### src/rtl/div_nr_pkg.sv
// Shared definitions for the div_nr non-restoring divider: FSM state encoding
// and the iteration-counter width helper.
package div_nr_pkg;

    localparam logic [1:0] IDLE = 2'd0;
    localparam logic [1:0] CALC = 2'd1;
    localparam logic [1:0] FIX  = 2'd2;

    // Counter only has to reach WIDTH-1 before the FSM leaves CALC.
    function automatic int cnt_w(input int w);
        return (w <= 2) ? 1 : $clog2(w);
    endfunction

endpackage

### src/rtl/div_nr_addsub.sv
// Ripple carry-chain adder/subtractor, N bits: y = a + b (sub=0) or a - b (sub=1).
module div_nr_addsub #(
    parameter int N = 17
) (
    input  logic [N-1:0] a_i,
    input  logic [N-1:0] b_i,
    input  logic         sub_i,
    output logic [N-1:0] y_o
);

    logic [N-1:0] bx;
    logic [N-1:0] c;

    assign bx   = b_i ^ {N{sub_i}};
    assign c[0] = sub_i;

    for (genvar i = 0; i < N; i++) begin : g_bit
        assign y_o[i] = a_i[i] ^ bx[i] ^ c[i];
        if (i < N - 1) begin : g_carry
            assign c[i+1] = (a_i[i] & bx[i]) | (a_i[i] & c[i]) | (bx[i] & c[i]);
        end
    end

endmodule

### src/rtl/div_nr.sv
// Iterative non-restoring divider, one quotient bit per cycle (IDLE/CALC/FIX).
// Define DIV_NR_SIGNED_EN for two's-complement operands; default is unsigned.
module div_nr
    import div_nr_pkg::*;
#(
    parameter int WIDTH = 16
) (
    input  logic             clk,
    input  logic             rst_n,
    input  logic             start,
    input  logic [WIDTH-1:0] dividend,
    input  logic [WIDTH-1:0] divisor,
    output logic             busy,
    output logic             done,
    output logic [WIDTH-1:0] quotient,
    output logic [WIDTH-1:0] remainder,
    output logic             div_by_zero
);

    localparam int CW = cnt_w(WIDTH);
    localparam logic [CW-1:0] CNT_LAST = CW'(WIDTH - 1);

    logic [1:0]       state_q, state_d;
    logic [CW-1:0]    cnt_q, cnt_d;
    logic [WIDTH:0]   rem_q, rem_d;
    logic [WIDTH-1:0] dq_q, dq_d;
    logic [WIDTH-1:0] dvs_q, dvs_d;
    logic             dz_q, dz_d;
    logic             qneg_q, qneg_d;
    logic             rneg_q, rneg_d;
    logic             done_q, done_d;
    logic [WIDTH-1:0] quo_q, quo_d;
    logic [WIDTH-1:0] rmd_q, rmd_d;
    logic             dbz_q, dbz_d;

    logic             a_neg, b_neg;
    logic [WIDTH-1:0] dividend_mag, divisor_mag;
    logic [WIDTH:0]   as_a, as_b, as_y;
    logic             as_sub;
    logic [WIDTH-1:0] r_mag;

`ifdef DIV_NR_SIGNED_EN
    assign a_neg = dividend[WIDTH-1];
    assign b_neg = divisor[WIDTH-1];
`else
    assign a_neg = 1'b0;
    assign b_neg = 1'b0;
`endif

    // -2^(WIDTH-1) negates to itself, which is its correct unsigned magnitude.
    assign dividend_mag = a_neg ? -dividend : dividend;
    assign divisor_mag  = b_neg ? -divisor : divisor;

    // CALC: shift next dividend bit in, subtract if remainder >= 0 else add.
    // FIX: add divisor back to a negative final remainder.
    assign as_a   = (state_q == CALC) ? {rem_q[WIDTH-1:0], dq_q[WIDTH-1]} : rem_q;
    assign as_b   = {1'b0, dvs_q};
    assign as_sub = (state_q == CALC) & ~rem_q[WIDTH];

    div_nr_addsub #(.N(WIDTH + 1)) u_addsub (
        .a_i   (as_a),
        .b_i   (as_b),
        .sub_i (as_sub),
        .y_o   (as_y)
    );

    assign r_mag = rem_q[WIDTH] ? as_y[WIDTH-1:0] : rem_q[WIDTH-1:0];

    always_comb begin
        state_d = state_q;
        cnt_d   = cnt_q;
        rem_d   = rem_q;
        dq_d    = dq_q;
        dvs_d   = dvs_q;
        dz_d    = dz_q;
        qneg_d  = qneg_q;
        rneg_d  = rneg_q;
        done_d  = 1'b0;
        quo_d   = quo_q;
        rmd_d   = rmd_q;
        dbz_d   = dbz_q;
        case (state_q)
            IDLE: begin
                if (start) begin
                    dz_d    = (divisor == '0);
                    rem_d   = '0;
                    cnt_d   = '0;
                    dvs_d   = divisor_mag;
                    // A zero divisor keeps the raw dividend for the remainder output.
                    dq_d    = dz_d ? dividend : dividend_mag;
                    qneg_d  = a_neg ^ b_neg;
                    rneg_d  = a_neg;
                    state_d = dz_d ? FIX : CALC;
                end
            end
            CALC: begin
                rem_d = as_y;
                dq_d  = {dq_q[WIDTH-2:0], ~as_y[WIDTH]};
                cnt_d = cnt_q + 1'b1;
                if (cnt_q == CNT_LAST) begin
                    state_d = FIX;
                end
            end
            FIX: begin
                state_d = IDLE;
                done_d  = 1'b1;
                if (dz_q) begin
                    quo_d = '1;
                    rmd_d = dq_q;
                    dbz_d = 1'b1;
                end else begin
                    quo_d = qneg_q ? -dq_q : dq_q;
                    rmd_d = rneg_q ? -r_mag : r_mag;
                    dbz_d = 1'b0;
                end
            end
            default: state_d = IDLE;
        endcase
    end

    always_ff @(posedge clk or negedge rst_n) begin
        if (!rst_n) begin
            state_q <= IDLE;
            cnt_q   <= '0;
            rem_q   <= '0;
            dq_q    <= '0;
            dvs_q   <= '0;
            dz_q    <= 1'b0;
            qneg_q  <= 1'b0;
            rneg_q  <= 1'b0;
            done_q  <= 1'b0;
            quo_q   <= '0;
            rmd_q   <= '0;
            dbz_q   <= 1'b0;
        end else begin
            state_q <= state_d;
            cnt_q   <= cnt_d;
            rem_q   <= rem_d;
            dq_q    <= dq_d;
            dvs_q   <= dvs_d;
            dz_q    <= dz_d;
            qneg_q  <= qneg_d;
            rneg_q  <= rneg_d;
            done_q  <= done_d;
            quo_q   <= quo_d;
            rmd_q   <= rmd_d;
            dbz_q   <= dbz_d;
        end
    end

    assign busy        = (state_q != IDLE);
    assign done        = done_q;
    assign quotient    = quo_q;
    assign remainder   = rmd_q;
    assign div_by_zero = dbz_q;

endmodule

### config.mk
export PLATFORM = sky130hd
export DESIGN_NAME = div_nr
export DESIGN_NICKNAME = d
export VERILOG_FILES = /design/src/rtl/div_nr_pkg.sv /design/src/rtl/div_nr_addsub.sv /design/src/rtl/div_nr.sv
export SDC_FILE = /design/constraint.sdc
export NUM_CORES = 1
export LEC_CHECK = 0
export ABC_AREA = 1
export ABC_CLOCK_PERIOD_IN_PS = 18800
export CAP_MARGIN = 20
export CORE_ASPECT_RATIO = 1.2
export CORE_MARGIN = 2
export CORE_UTILIZATION = 40
export CTS_BUF_LIST = sky130_fd_sc_hd__clkbuf_2 sky130_fd_sc_hd__clkbuf_4 sky130_fd_sc_hd__clkbuf_8
export CTS_CLUSTER_DIAMETER = 100
export CTS_CLUSTER_SIZE = 40
export DETAILED_ROUTE_END_ITERATION = 6
export SETUP_SLACK_MARGIN = 0.02
export SLEW_MARGIN = 10
export SYNTH_ARGS = -nofsm -noshare
export SYNTH_HDL_FRONTEND = slang
export SYNTH_SLANG_ARGS = --single-unit
### constraint.sdc
create_clock -name clk -period 18.8 [get_ports clk]
set_input_delay 3.76 -clock clk [delete_from_list [all_inputs] [get_ports clk]]
set_output_delay 3.76 -clock clk [all_outputs]
set_load 0.03 [all_outputs]
==> flow_metrics.env <==
export IMPL_multi_input_area_um2=1880
export IMPL_core_area_um2=11000
export IMPL_synth_area_per_cell_um2=9.41
export IMPL_htreeDepth=3
export IMPL_clkTransAtPathRegs_ps=90
export IMPL_synth_most_common_cell="dfrtp_1"
export IMPL_critPathLaunchType="register"
export IMPL_crit_type="register to register"
export IMPL_setup_violations=0
export IMPL_synthSimpleGateAreaFrac=0.131
export IMPL_netlist_instances=476
export IMPL_worst_slew_pin_slew_ps=1030
export IMPL_place_gp_congestion=0.771
export IMPL_synth_warnings=0
export IMPL_postCtsHoldBufs=0
export IMPL_cts_resized=0
export IMPL_synth_area_mux_share=0.0246
export IMPL_synth_area_leader_cell="dfrtp_1"
export IMPL_port_buffers=69
export IMPL_clkSinkCount=90
export IMPL_cts_setup_buffers=0
export IMPL_cp_cell_sequence="nand2_8 > nor2_8 > xor2_1 > inv_1 > fa_1 > inv_1 > fa_1 > inv_1 > fa_1 > fa_1 > fa_1 > fa_1 > fa_1 > fa_1 > fa_1 > fa_1 > fa_1 > fa_1 > fa_1 > fa_1 > inv_1 > fa_1 > nand2_1 > a31oi_1"
export IMPL_seqCellArea_um2=2250
export IMPL_p_per_area_nw_per_um2=205
export IMPL_cp_max_fo=54
export IMPL_leakage_nw=2.31
export IMPL_num_rows=42
export IMPL_fin_crit_ps=8640
export IMPL_first_pass_iters=5
export IMPL_fin_nets=582
export IMPL_cap_violations=0
export IMPL_synth_edf_count=0
export IMPL_synthAdderAreaFrac=0.0699
export IMPL_vias=3473
export IMPL_ys_types=33
export IMPL_min_path_type="register to register"
export IMPL_drc=0
export IMPL_synth_compound_area_frac=0.163
export IMPL_power_mw=1.10
export IMPL_vias_per_cell=5.20
export IMPL_slowest_delay_ps=610
export IMPL_start_util=0.408
export IMPL_synth_top_family_by_area="compound AO/OA/AOI/OAI gates"
export IMPL_grt_pass1_wl_mm=16.8
export IMPL_report_final_slew_viol_count=0
export IMPL_clock_skew_ps=14.7
export IMPL_relSlewSlack=0.314
export IMPL_finalSetupTns_ps=0
export IMPL_path_common_cell="fa_1"
export IMPL_antenna_cells=0
export IMPL_hold_violations=0
export IMPL_vdd_drop_max_mv=0.0653
export IMPL_synth_yosys_seq_area_share=0.503
export IMPL_cts_root_buffer="clkbuf_8"
export IMPL_synth_main_ff_cell="dfrtp_1"
export IMPL_synth_xor_area_frac=0.0313
export IMPL_drt_wl_total_mm=10.1
export IMPL_utilization=0.488
export IMPL_overflow=0
export IMPL_grt_pass1_vias=3355
export IMPL_antenna_found_initial=0
export IMPL_io_pins=70
export IMPL_postSynthNetCount=527
export IMPL_fillCellCount=1055
export IMPL_cts_buffers=9
export IMPL_fin_crit_sh=0.460
export IMPL_dieArea_um2=12100
export IMPL_grt_use_total=0.177
export IMPL_synth_area_leaders="dfrtp_1 (50%), o21ai_0 (6.8%), fa_1 (6.7%)"
export IMPL_crit_path_end_kind="register"
export IMPL_insertion_delay_ps=370
export IMPL_clock_tree_buffer_depth=2
export IMPL_worst_path_max_delay_cell="dfrtp_1"
export IMPL_worstPathArrival_ps=8870
export IMPL_ant_nets=0
export IMPL_rsz0062_at_grt="no"
export IMPL_netlist_area_um2=4480
export IMPL_place_hpwl_mm=6.98
export IMPL_async_flop_share=1.00
export IMPL_die_y_um=120
export IMPL_grt_max_degree=59
export IMPL_drive_above_1_share=0.0522
export IMPL_yosys_top_cells_count="dfrtp_1 (90), nand2_1 (72), o21ai_0 (61), inv_1 (45), a21oi_1 (41)"
export IMPL_die_w_um=101
export IMPL_synth_top_area_frac=0.503
export IMPL_crit_required_ps=19030
export IMPL_ys_ff_latch=90
export IMPL_cts_tree="done"
export IMPL_first_iter_violations=166
export IMPL_syn2layout_area_growth_pct=19.8
export IMPL_status="completed"
export IMPL_wl_per_cell_um=15.1
export IMPL_fmax_ghz=0.116
-- through the flow --
step	cell area (um^2)	worst slack [ps]	cells	hold WS [ps]
global placement	5190	10290	652	484
CTS	5360	10080	668	518
finish	5360	10160	668	514
detailed placement	5190	10120	652	495
global route	5360	9700	668	530
floorplan	4480	10930	476	469
-- flip-flops by register name (all words and copies together), names as in the netlist --
name	cells
dq_q	16
state_q	2
remainder	16
dz_q	1
rem_q	17
dvs_q	16
quotient	16
done	1
div_by_zero	1
cnt_q	4
-- worst paths after layout --
check / end / startpoint / slack [ps] / cells past startpoint
worst max-delay path: remainder[15] / state_q[0] / 10160 / 24
worst min-delay path: dvs_q[3] / dvs_q[3] / 510 / 2
worst max register to register: remainder[15] / state_q[0] / 10160 / 24
worst min register to register: dvs_q[3] / dvs_q[3] / 510 / 2
max in group asynchronous: dq_q[10] / rst_n / 14400 / 2
min in group asynchronous: dvs_q[4] / rst_n / 3320 / 1
-- cells in the final DEF (no fill, tap or decap), types with 2 or more instances in the layout --
| cell type | netlist | final |
|---|---|---|
| inv_1 | 45 | 45 |
| nand2_1 | 72 | 72 |
| o21ai_0 | 61 | 61 |
| nor2_4 | 2 | 2 |
| o22ai_1 | 21 | 21 |
| nor3_1 | 4 | 4 |
| nand3_1 | 16 | 16 |
| clkdlybuf4s50_1 | 0 | 68 |
| dfrtp_1 | 90 | 90 |
| clkinvlp_4 | 0 | 2 |
| clkbuf_8 | 0 | 9 |
| xor2_1 | 4 | 4 |
| inv_2 | 3 | 3 |
| nor2_1 | 31 | 31 |
| fa_1 | 15 | 15 |
| buf_4 | 5 | 3 |
| nand4_1 | 4 | 4 |
| a221oi_1 | 2 | 2 |
| a21oi_1 | 41 | 41 |
| mux2i_1 | 11 | 11 |
| o22a_1 | 4 | 4 |
| xnor2_1 | 12 | 12 |
| clkinv_2 | 0 | 2 |
-- power breakdown --
part | leakage [nW] | switching, mW | total [mW] | internal, mW
combinational | 1.17 | 0.352 | 0.620 | 0.268
sequential | 1.05 | 0.0717 | 0.359 | 0.287
clock | 0.0861 | 0.0720 | 0.122 | 0.0498
total | 2.31 | 0.495 | 1.10 | 0.605
-- worst max-delay path, delay by kind of cell (launching register included) --
kind	cells	cell delay (ps)
AOI/OAI and AO/OA	1	90
xor gates and xnor gates	1	200
adders and majority gates	15	6540
buffers and inverters	4	290
DFF	1	610
and+or+nand+nor	3	740
-- per-layer routing --
metal  vias up  routed length [um]  GRT usage  part of all wire
met5         -                   0          0                 0
met4         0                 198     0.0779             0.020
met3        13                 372     0.0221             0.037
met2        85                4780      0.277              0.47
met1      1677                4740      0.248              0.47
li1       1698                   -          -                 -
-- cell type report --
type | count | area share
flip-flops and latches | 90 | 0.420
multi-input cells | 310 | 0.351
repair buffers | 71 | 0.131
inverters | 49 | 0.0343
well taps | 132 | 0.0308
clock buffers | 10 | 0.0245
clock inverters | 6 | 0.00793
-- kinds of logic (layout without fill, tap and decap cells) --
| group | Yosys count | after routing |
|---|---|---|
| adder cells (fa/ha/maj) | 16 | 16 |
| buffers and inverters | 76 | 136 |
| AO/OA/AOI/OAI | 134 | 134 |
| multiplexers | 11 | 11 |
| XOR/XNOR | 16 | 16 |
| flip-flops | 90 | 90 |
| AND/OR/NAND/NOR | 133 | 133 |
No activity file was read; power rests on OpenSTA's default activity.
